[src/rtl/mips_pkg.sv]
// Shared MIPS core definitions: opcodes, the canonical NOP encoding and the fetch FSM states.
package mips_pkg;

  localparam logic [5:0] OP_RTYPE = 6'b000000;
  localparam logic [5:0] OP_LW    = 6'b100011;
  localparam logic [5:0] OP_SW    = 6'b101011;
  localparam logic [5:0] OP_BEQ   = 6'b000100;
  localparam logic [5:0] OP_ADDI  = 6'b001000;
  localparam logic [5:0] OP_J     = 6'b000010;

  // sll $0,$0,0 -- the architectural NOP used for bubbles
  localparam logic [31:0] NOP_INSTR = 32'h0000_0000;

  typedef enum logic {
    FETCH = 1'b0,
    HOLD  = 1'b1
  } fetch_state_t;

  // J-type target: upper PC nibble of the delay-free successor plus the 26-bit word index
  function automatic logic [31:0] jump_target(input logic [31:0] pc_plus4,
                                              input logic [31:0] instr);
    return {pc_plus4[31:28], instr[25:0], 2'b00};
  endfunction

endpackage

[src/rtl/if_id_reg.sv]
// IF/ID pipeline register. Priority: reset > bubble > load > hold.
module if_id_reg
  import mips_pkg::*;
(
  input  logic        clk,
  input  logic        reset,
  input  logic        bubble,
  input  logic        load,
  input  logic [31:0] load_instr,
  input  logic [31:0] load_pc_plus4,
  output logic        valid,
  output logic [31:0] instr,
  output logic [31:0] pc_plus4
);

  // NOTE: state is updated with non-blocking assignments so every flop samples pre-edge values.
  always_ff @(posedge clk) begin
    if (reset) begin
      valid    <= 1'b0;
      instr    <= NOP_INSTR;
      pc_plus4 <= 32'h0;
    end else if (bubble) begin
      valid <= 1'b0;
      instr <= NOP_INSTR;
    end else if (load) begin
      valid    <= 1'b1;
      instr    <= load_instr;
      pc_plus4 <= load_pc_plus4;
    end
  end

endmodule

[src/rtl/fetch_stage.sv]
// Instruction fetch stage: PC, imem request, stall/redirect handling and the IF/ID register.
module fetch_stage
  import mips_pkg::*;
#(
  parameter logic [31:0] RESET_PC  = 32'h0000_0000,
  parameter int          CNT_WIDTH = 32
) (
  input  logic                 clk,
  input  logic                 reset,
  output logic                 imem_req,
  output logic [31:0]          imem_addr,
  input  logic [31:0]          imem_rdata,
  input  logic                 imem_ready,
  input  logic                 stall,
  input  logic                 branch_taken,
  input  logic [31:0]          branch_target,
  input  logic                 jump,
  output logic                 if_id_valid,
  output logic [31:0]          if_id_instr,
  output logic [31:0]          if_id_pc_plus4,
  output logic [5:0]           id_opcode,
  output logic [CNT_WIDTH-1:0] fetch_count
);

  fetch_state_t state, state_next;

  logic [31:0]          pc, pc_next;
  logic [31:0]          pc_plus4;
  logic [31:0]          hold_instr, hold_pc_plus4;
  logic                 hold_valid;

  logic                 redirect;
  logic [31:0]          redirect_pc;

  logic                 ifid_load, ifid_bubble;
  logic [31:0]          ifid_load_instr, ifid_load_pc_plus4;
  logic                 hold_capture, hold_release;
  logic                 count_inc;

  assign pc_plus4  = pc + 32'd4;
  assign imem_addr = pc;
  assign imem_req  = !reset && (state == FETCH);
  assign id_opcode = if_id_instr[31:26];

  // A jump is only real when IF/ID actually holds the J instruction.
  assign redirect    = branch_taken || (jump && if_id_valid);
  assign redirect_pc = (branch_taken ? branch_target
                                     : jump_target(if_id_pc_plus4, if_id_instr)) & ~32'h3;

  // State register
  always_ff @(posedge clk) begin
    if (reset) state <= FETCH;
    else       state <= state_next;
  end

  // Next-state logic
  always_comb begin
    // NOTE: assigning a default first keeps every path covered so no latch is inferred.
    state_next = state;
    if (redirect) begin
      state_next = FETCH;
    end else begin
      unique case (state)
        FETCH: if (imem_ready && stall)   state_next = HOLD;
        HOLD:  if (!stall && hold_valid)  state_next = FETCH;
        default:                          state_next = FETCH;
      endcase
    end
  end

  // Output / datapath control logic
  always_comb begin
    pc_next            = pc;
    ifid_load          = 1'b0;
    ifid_bubble        = 1'b0;
    ifid_load_instr    = imem_rdata;
    ifid_load_pc_plus4 = pc_plus4;
    hold_capture       = 1'b0;
    hold_release       = 1'b0;
    count_inc          = 1'b0;

    if (redirect) begin
      // Redirect wins over stall and discards whatever memory returned this cycle.
      pc_next     = redirect_pc;
      ifid_bubble = 1'b1;
    end else begin
      unique case (state)
        FETCH: begin
          if (imem_ready) begin
            pc_next = pc_plus4;
            if (stall) begin
              hold_capture = 1'b1;
            end else begin
              ifid_load = 1'b1;
              count_inc = 1'b1;
            end
          end else if (!stall) begin
            ifid_bubble = 1'b1;
          end
        end
        HOLD: begin
          if (!stall && hold_valid) begin
            ifid_load          = 1'b1;
            ifid_load_instr    = hold_instr;
            ifid_load_pc_plus4 = hold_pc_plus4;
            hold_release       = 1'b1;
            count_inc          = 1'b1;
          end
        end
        default: ;
      endcase
    end
  end

  // PC, hold buffer and performance counter
  always_ff @(posedge clk) begin
    if (reset) begin
      pc            <= RESET_PC;
      hold_instr    <= NOP_INSTR;
      hold_pc_plus4 <= 32'h0;
      hold_valid    <= 1'b0;
      fetch_count   <= '0;
    end else begin
      pc <= pc_next;
      if (hold_capture) begin
        hold_instr    <= imem_rdata;
        hold_pc_plus4 <= pc_plus4;
        hold_valid    <= 1'b1;
      end else if (redirect || hold_release) begin
        hold_valid <= 1'b0;
      end
      if (count_inc) fetch_count <= fetch_count + CNT_WIDTH'(1);
    end
  end

  if_id_reg u_if_id_reg (
    .clk           (clk),
    .reset         (reset),
    .bubble        (ifid_bubble),
    .load          (ifid_load),
    .load_instr    (ifid_load_instr),
    .load_pc_plus4 (ifid_load_pc_plus4),
    .valid         (if_id_valid),
    .instr         (if_id_instr),
    .pc_plus4      (if_id_pc_plus4)
  );

endmodule

[config.mk]
export PLATFORM = sky130hd
export DESIGN_NAME = fetch_stage
export DESIGN_NICKNAME = d
export VERILOG_FILES = /design/src/rtl/mips_pkg.sv /design/src/rtl/if_id_reg.sv /design/src/rtl/fetch_stage.sv
export SDC_FILE = /design/constraint.sdc
export NUM_CORES = 1
export LEC_CHECK = 0
export BUFFER_PORTS_ARGS = -buffer_cell sky130_fd_sc_hd__buf_2
export CELL_PAD_IN_SITES_DETAIL_PLACEMENT = 0
export CELL_PAD_IN_SITES_GLOBAL_PLACEMENT = 1
export CORE_MARGIN = 2
export CORE_UTILIZATION = 36
export DETAILED_ROUTE_END_ITERATION = 8
export GPL_ROUTABILITY_DRIVEN = 0
export PLACE_DENSITY = 0.77
export SETUP_SLACK_MARGIN = 0.15
export SYNTH_ARGS = -nofsm -noshare
export SYNTH_HDL_FRONTEND = slang
export SYNTH_SLANG_ARGS = --single-unit
[constraint.sdc]
create_clock -name clk -period 1.9 [get_ports clk]
set_input_delay 0.19 -clock clk [delete_from_list [all_inputs] [get_ports clk]]
set_output_delay 0.19 -clock clk [all_outputs]
set_load 0.05 [all_outputs]
==> metrics.cfg, run 1 <==
[run_status]
status=complete, no violations

[global_route]
grt_max_degree=65
antenna_found_initial=1
grt_pass1_vias=8028
overflow=0
grt_pass1_wl_mm=43.9
grt_use_total_pct=21.6

[min_path]
hold_path.class=in2reg

[clock_tree]
cts_buffers=17
cts_sinks=189
cts-root-buf=clkbuf_16
clk_latency_ns=0.44
clk_pin_slew_ns=0.07
cts_tree=done
htree_levels=4
clockBufferDepth=2

[worst_setup_path]
startpoint=imem_addr[11]
worst_ep_required_time_ns=2.18
crit_cells=7
worstPathCellList=nand4_1 -> buf_4 -> or4_4 -> buf_12 -> o21a_1 -> o21ai_1 -> a21oi_1
worst_r2r_path_depth=7
reg2reg_from=imem_addr[11]
critPathKind=reg2reg
startpoint_type=flip-flop
crit_buf_inv=2
cp_data_arrival_time_ns=2.17
cp_top_family=simple AND/OR/NAND/NOR gates
crit_path_max_fanout=9
crit_end=u_if_id_reg.pc_plus4[18]
critical_path.slowest_cell=or4_4
r2r_setup_slack_ns=0.02
slowest_delay_ns=0.52
reg2reg_to=u_if_id_reg.pc_plus4[18]
crit_path_end_kind=flip-flop

[timing]
fin_ws_ns=0.0185
fin_skew_ns=0.0167
finalSetupTns_ns=0
fin_crit_sh_pct=99.0
period_needed_ns=1.88
maxSlewViolCount=0
finalHoldViolCount=0
slew_headroom_pct=53.0
worst_pin_slew_ns=0.705
setup_viol=0
fmax_mhz=531
rsz0062_at_grt=yes

[floorplanning]
die_w_um=159
rows=56
core-area_um2=23500
die_area_um2=25300
start_util_pct=36.7
dieHeight_um=159
ios=206

[yosys]
synth_top_cells_by_count=189 x dfxtp_1, 121 x nand2_1, 102 x nor2_1
synth_top_area_share_pct=43.7
synth.avg_cell_area_um2=8.42
synth_area_um2=8650
ys_ff_latch=189
synth_flop_cell=dfxtp_1
yosysMostFrequentCell=dfxtp_1
netlist_instances=1028
ys_async_sr_fraction_pct=0
yosys-top-cells-area=dfxtp_1 44%, nand2_1 5.3%, a21oi_1 4.7%
synth_edf_count=0
yosysWarnings=0
yosysSeqAreaShare_pct=43.7
ys_types=52
yosys.area.top_type=dfxtp_1

[finish]
area_growth_pct=42.8
nFillCells=2311
nNetsFinal=1355
drive_gt1_share_pct=38.0

[detailed_routing]
via_count=8537
wl_per_cell_um=17.8
drt_iter0_drc=400
drtAntennaViolNets=0
drc=0
routed_wl_mm=28.8
drt-vias-per-instance=5.28
dr.pass1.iters=5

[run]
max_cap_violations=0

[pwr]
seq_power_share_pct=46.0
switching_share_pct=28.2
combPwrFrac_pct=13.9
power.switching_w=0.00256
cellPowerDensity_nw_per_um2=734
internal-power_w=0.00651
ir_worst_vdd_mv=0.610
power.share.clock_pct=40.1
leakage_nw=5.02

[place]
detailed_place_hpwl_mm=19.2
dp_slack_ns=-0.226
portBuffers=199

==> power groups by stage <==
stage	logic (W)	registers [W]	clock network, W
final	0.00126	0.00417	0.00363
after global routing	0.00134	0.00419	0.00385
after CTS	0.00119	0.00416	0.00370
after detailed placement	0.00111	0.00426	0
after global placement	0.00111	0.00426	0
after floorplan	0.000489	0.00449	0
==> layout make-up <==
type                            count  area [um2]  share of cell area [%]
Sequential cell                   189        3900                    31.6
Antenna cell                        2        5.00                  0.0405
Timing Repair Buffer              325        2230                    18.1
Clock inverter                     12         138                    1.11
Tap cell                          319         399                    3.23
Inverter                           10        37.5                   0.304
Multi-Input combinational cell    740        5200                    42.1
Clock buffer                       19         443                    3.59
==> metrics by stage <==
step / power [W] / area, um2 / hold slack [ns] / util [%] / instances
floorplan: 0.00498 / 9060 / 0.326 / - / 1031
global placement: 0.00536 / 10600 / 0.440 / 45.2 / 1530
detailed placement: 0.00537 / 10600 / 0.441 / 45.2 / 1530
CTS: 0.00905 / 11800 / 0.0000438 / 50.0 / 1600
global route: 0.00937 / 12400 / 0.000756 / 52.5 / 1615
finish: 0.00906 / 12400 / 0.00718 / 52.5 / 1616
==> registers in the layout, indices dropped and copies added (netlist names) <==
signal / cells
hold_pc_plus4: 30
u_if_id_reg.instr: 32
imem_addr: 30
hold_instr: 32
fetch_count: 32
hold_valid: 1
u_if_id_reg.valid: 1
state: 1
u_if_id_reg.pc_plus4: 30
==> kinds of logic (layout without fill, tap and decap cells) <==
logic type               Yosys count  after routing  share of synthesized area (%)
XOR/XNOR                          72             72                           7.29
flip-flops                       189            189                           43.7
other                              1              6                         0.0433
buffers and inverters            103            366                           5.16
AO/OA/AOI/OAI                    263            263                           19.3
AND/OR/NAND/NOR                  362            363                           20.0
adder cells (fa/ha/maj)            2              2                          0.289
multiplexers                      36             36                           4.21
==> placed cells by master, fill, tap and decap left out, drive strengths merged, types with 24 or more instances in the layout <==
cell and instances:
xnor2 38, a21oi 82, nor2 102, nand2 121
mux2i 33, o22ai 25, o21ai 38, a22oi 30
nand4 24, xor2 34, nand3 28, buf 306
a211oi 50, dfxtp 189
==> layer usage <==
| layer | part of all wire (%) | vias up | global-route usage, % |
|---|---|---|---|
| met2 | 46 | 254 | 33.9 |
| met5 | 0 | - | 0 |
| li1 | - | 4157 | - |
| met4 | 1.4 | 0 | 5.17 |
| met1 | 47 | 4098 | 29.9 |
| met3 | 6.2 | 28 | 5.26 |
==> tightest hold or removal path: stages <==
cell	delay, ns
buf_2	0.10
nand2_1	0.05
a21oi_1	0.05
==> worst min-delay path by stage <==
stage	from	endpoint	slack (ns)	cells past startpoint
finish	imem_rdata[14]	hold_instr[14]	0.007	3
CTS	imem_rdata[2]	hold_instr[2]	0.00004	3
global placement	hold_pc_plus4[15]	u_if_id_reg.pc_plus4[15]	0.44	2
global route	imem_rdata[2]	hold_instr[2]	0.0008	3
floorplan	imem_rdata[0]	hold_instr[0]	0.33	2
detailed placement	hold_pc_plus4[13]	u_if_id_reg.pc_plus4[13]	0.44	2
==> repair_timing <==
action,in CTS,in global routing
endpoints found under the hold margin,18,0
pin swaps,13,64
resized for setup,37,101
hold buffers,18,0
setup buffers,19,12
gates cloned,2,2
endpoints found under the setup margin,78,128
Power figures use the tool's default switching activity.
==> inputs of run 2 (changes only) <==
CORE_UTILIZATION = 37   (was 36)
PLACE_DENSITY = 0.86   (was 0.77)
SYNTH_HIERARCHICAL = 1   (was not set)
==> metrics.cfg, run 2 <==
[run_status]
status=complete, but fails checks
failed_checks=negative setup slack

[finish]
area_growth_pct=39.7
finalCoreUtilization_pct=52.2
nNetsFinal=1589
instances_no_fill=1876
multiInputGateArea_um2=6260
seq_area_um2=3980
layout_common_cells=201 x nand2_1, 201 x buf_2, 134 x dfxtp_1
drive_gt1_share_pct=36.5
nFillCells=2478

[yosys]
ys_async_sr_fraction_pct=0
ys_ff_latch=191
ys_types=62
yosys-top-cells-area=dfxtp_1 38%, nand2_1 7.8%, nor2_1 4.2%
yosys.area.top_type=dfxtp_1
synth_top_cells_by_count=208 x nand2_1, 191 x dfxtp_1, 113 x nor2_1
synth_top_area_share_pct=38.3
synth_edf_count=0
yosysSeqAreaShare_pct=38.3
netlist_instances=1244
synth.avg_cell_area_um2=8.03
yosysWarnings=6
yosysMostFrequentCell=nand2_1
synth_area_um2=9990
synth_flop_cell=dfxtp_1

[floorplanning]
core-area_um2=26700
dieHeight_um=168
ios=206
rows=60
die_w_um=168
start_util_pct=37.4
die_area_um2=28300

[detailed_routing]
routed_wl_mm=34.3
dr.pass1.iters=8
drtAntennaViolNets=0
drt_iter0_drc=900
drt-vias-per-instance=5.59
via_count=10500
drc=0
wl_per_cell_um=18.3

[worst_setup_path]
worst_ep_required_time_ns=2.26
critPathKind=reg2reg
crit_path_end_kind=flip-flop
startpoint_type=flip-flop
crit_path_max_fanout=7
cp_data_arrival_time_ns=2.30

[min_path]
hold_path.class=in2reg

[timing]
worst_pin_slew_ns=0.559
slew_headroom_pct=62.7
fin_crit_sh_pct=102
finalHoldViolCount=0
period_needed_ns=1.94
fmax_mhz=515
fin_skew_ns=0.0113
rsz0062_at_grt=yes
hold_ws_ns=0.0811
setup_viol=4
finalSetupTns_ns=-0.0926
fin_ws_ns=-0.0434
maxSlewViolCount=0

[global_route]
grt_max_degree=101
grt_pass1_vias=9343
grt_pass1_wl_mm=51.9
antenna_found_initial=5
overflow=0
grt_use_total_pct=22.8

[clock_tree]
cts_sinks=191
clk_pin_slew_ns=0.08
cts-root-buf=clkbuf_16
clockBufferDepth=2
clk_latency_ns=0.44
htree_levels=4
cts_tree=done
cts_buffers=17

[place]
portBuffers=201
dp.cells=1779
detailed_place_hpwl_mm=23.5
dp_slack_ns=-0.0143

[pwr]
ir_worst_vdd_mv=0.440
cellPowerDensity_nw_per_um2=675
leakage_nw=5.66

[run]
max_cap_violations=0

run 2: cell count changes in the layout (fill, tap and decap cells not counted), moves of 17 or more:
cell | before | now
a211oi_1 | 46 | 28
a22oi_1 | 30 | 13
buf_4 | 78 | 104
nand2_1 | 114 | 201
nand2b_1 | 3 | 34
nand4bb_1 | 0 | 32
nor2_1 | 95 | 113
o21ai_1 | 6 | 30
o22ai_1 | 25 | 4
xor2_1 | 25 | 8
run 2: cells by family (layout without fill, tap and decap cells):
| logic type | Yosys count | in the layout | synth area share [%] |
|---|---|---|---|
| muxes | 40 | 40 | 4.10 |
| adders and majority gates | 2 | 2 | 0.250 |
| buffers and inverters | 136 | 419 | 6.64 |
| AOI/OAI and AO/OA | 262 | 262 | 17.6 |
| xor gates and xnor gates | 30 | 30 | 2.63 |
| and+or+nand+nor | 582 | 582 | 30.5 |
| other | 1 | 9 | 0.0375 |
| DFF | 191 | 191 | 38.3 |
run 2: critical path: stages (launching register included):
cell and delay (ns):
dfxtp_4 0.35, nand4_1 0.21, buf_4 0.22, buf_6 0.13, or2_2 0.30, or4_1 0.50
a31oi_1 0.16
run 2: cell type report:
type                       count  area share (%)
antenna                        5          0.0897
clock buffer                  18            3.08
clock inverter                14            1.26
inverter                      17           0.457
multi-input combinational    920            44.9
sequential                   191            28.5
tap                          341            3.06
timing repair buffer         370            18.7
run 2: metal layers:
layer  vias to the layer above  share of wire, %  GRT usage [%]
li1                       5034                 -              -
met1                      4934                45           31.7
met2                       437                45           34.9
met3                        82               6.4           4.54
met4                         4               2.8           8.62
met5                         -             0.079              0
run 2: what timing repair did:
action	CTS	global route
setup endpoints to repair	69	74
cloned	1	3
gates resized for setup	48	95
pin swaps	17	32
hold endpoints to repair	32	0
hold buffers	32	0
setup buffers	12	12
run 2: power breakdown:
group	leakage [nW]	switching [W]	total [W]	internal, W
logic	3.78	0.000849	0.00139	0.000537
registers	1.59	0.000116	0.00421	0.00410
clock network	0.299	0.00172	0.00383	0.00210
run 2: final timing paths:
check / start / end / slack (ns) / cells past startpoint
worst min register to register: hold_instr[8] / hold_instr[8] / 0.45 / 2
worst min-delay path: branch_target[11] / imem_addr[11] / 0.08 / 3
worst max register to register: imem_addr[23] / imem_addr[29] / -0.04 / 6
worst max-delay path: imem_addr[23] / imem_addr[29] / -0.04 / 6
run 2: metrics by stage:
stage / total power [W] / instance area [um2]
after floorplan: 0.00513 / 10400
after global placement: 0.00553 / 12100
after detailed placement: 0.00554 / 12100
after CTS: 0.00943 / 13300
after global routing: 0.00973 / 13900
final: 0.00942 / 14000
==> inputs of run 3 (changes only) <==
CORE_UTILIZATION = 41   (was 37)
PLACE_DENSITY = 0.9   (was 0.86)
clock period = 1.8 ns   (was 1.9 ns; I/O delays follow)
==> metrics.cfg, run 3 (synthesized netlist as in run 2, its figures left out) <==
[clock_tree]
cts_tree=done
clk_pin_slew_ns=0.07
clockBufferDepth=2
htree_levels=4
cts_buffers=17
cts-root-buf=clkbuf_16
cts_sinks=191
clk_latency_ns=0.45

[detailed_routing]
drt_iter0_drc=1281
drt-vias-per-instance=6.01
drc=0
via_count=11800
routed_wl_mm=42.2
wl_per_cell_um=21.5
dr.pass1.iters=6
drtAntennaViolNets=0

[run_status]
status=complete, but fails checks
failed_checks=negative setup slack

[place]
detailed_place_hpwl_mm=23.7
dpl_cell_area_um2=12400
portBuffers=201
dp_slack_ns=-0.102
dp.cells=1793

[pwr]
leakage_nw=6.74
power.share.clock_pct=38.3
internal-power_w=0.00692
power.switching_w=0.00307
switching_share_pct=30.7
ir_worst_vdd_mv=0.556
cellPowerDensity_nw_per_um2=617
seq_power_share_pct=44.5
combPwrFrac_pct=17.2

[finish]
layout_common_cells=200 x buf_2, 161 x nand2_1, 138 x buf_4
stdcell_area_um2=16200
layout_commonest_cell=buf_2
multiInputGateArea_um2=7100
instances_no_fill=1961
nFillCells=1781
nNetsFinal=1692
area_growth_pct=62.0
drive_gt1_share_pct=46.7
seq_area_um2=4010

[worst_setup_path]
worst_ep_required_time_ns=2.14
cp_data_arrival_time_ns=2.34
crit_path_end_kind=flip-flop
startpoint_type=flip-flop
critPathKind=reg2reg
crit_path_max_fanout=5

[floorplanning]
die_area_um2=25600
start_util_pct=41.4
ios=206
rows=57
die_w_um=160
core-area_um2=24100
dieHeight_um=160

[timing]
hold_ws_ns=0.0589
finalSetupTns_ns=-2.47
fin_crit_sh_pct=111
rsz0062_at_grt=yes
fin_ws_ns=-0.197
maxSlewViolCount=0
finalHoldViolCount=0
worst_pin_slew_ns=0.521
fmax_mhz=501
period_needed_ns=2.00
fin_skew_ns=0.0172
setup_viol=33
slew_headroom_pct=65.2

[global_route]
met2_usage_pct=43.1
grt_max_degree=105
grt.met3_usage_pct=4.39
grt_use_total_pct=26.6
grt_pass1_wl_mm=55.2
grt_busiest_layer=met2
grt_util_met1_pct=35.9
overflow=0
grt_pass1_vias=9938
antenna_found_initial=5

[run]
max_cap_violations=0

[min_path]
hold_path.class=in2reg

[run 3: changes by cell type in the layout (fill, tap and decap cells not counted), sizes merged]
cell / previous run / this run
nand2: 208 / 210
and2: 7 / 8
buf: 336 / 422
bufinv: 3 / 0
clkbuf: 20 / 35
diode: 5 / 4
clkinv: 2 / 4
[run 3: repair_timing]
action | 4_1_cts | 5_1_grt
hold buffers | 32 | 0
setup endpoints to repair | 133 | 168
pin swaps | 42 | 116
setup buffers | 32 | 42
resized for setup | 127 | 224
cloned | 6 | 20
hold endpoints to repair | 32 | 0
[run 3: metrics by stage]
stage / power, W / utilization (%)
after floorplan: 0.00542 / -
after global placement: 0.00585 / 51.5
after detailed placement: 0.00587 / 51.5
after CTS: 0.00973 / 59.3
after global routing: 0.0103 / 67.1
final: 0.00999 / 67.1
[run 3: layout make-up]
type / count / area share, %
repair buffers: 470 / 24.9
inverters: 17 / 0.394
clock buffers: 19 / 2.81
clock inverters: 13 / 0.704
flip-flops and latches: 191 / 24.8
multi-input cells: 923 / 43.9
diodes: 4 / 0.0619
well taps: 324 / 2.51
[run 3: power groups by stage]
stage | registers, W | logic, W | clock network (W)
floorplan | 0.00473 | 0.000686 | 0
global placement | 0.00451 | 0.00134 | 0
detailed placement | 0.00452 | 0.00135 | 0
CTS | 0.00443 | 0.00151 | 0.00379
global route | 0.00446 | 0.00180 | 0.00403
finish | 0.00445 | 0.00172 | 0.00383
[run 3: final timing paths]
kind	slack (ns)	from	cells past startpoint	to
worst max-delay path	-0.20	state	5	imem_addr[25]
worst min-delay path	0.06	branch_target[10]	3	imem_addr[10]
worst max register to register	-0.20	state	5	imem_addr[25]
worst min register to register	0.46	hold_instr[8]	2	hold_instr[8]
[run 3: per-layer routing]
metal  part of all wire [%]  up-vias
li1                       -     5253
met1                     40     5607
met2                     46      743
met3                    9.1      183
met4                    4.8        0
met5                      0        -
[run 3: worst max-delay path, cell delays in order, from the launching register on]
cell and delay, ns:
dfxtp_4 0.37, buf_6 0.13, nand4b_1 0.25, or3_4 0.41, or4_4 0.50, a31oi_1 0.23
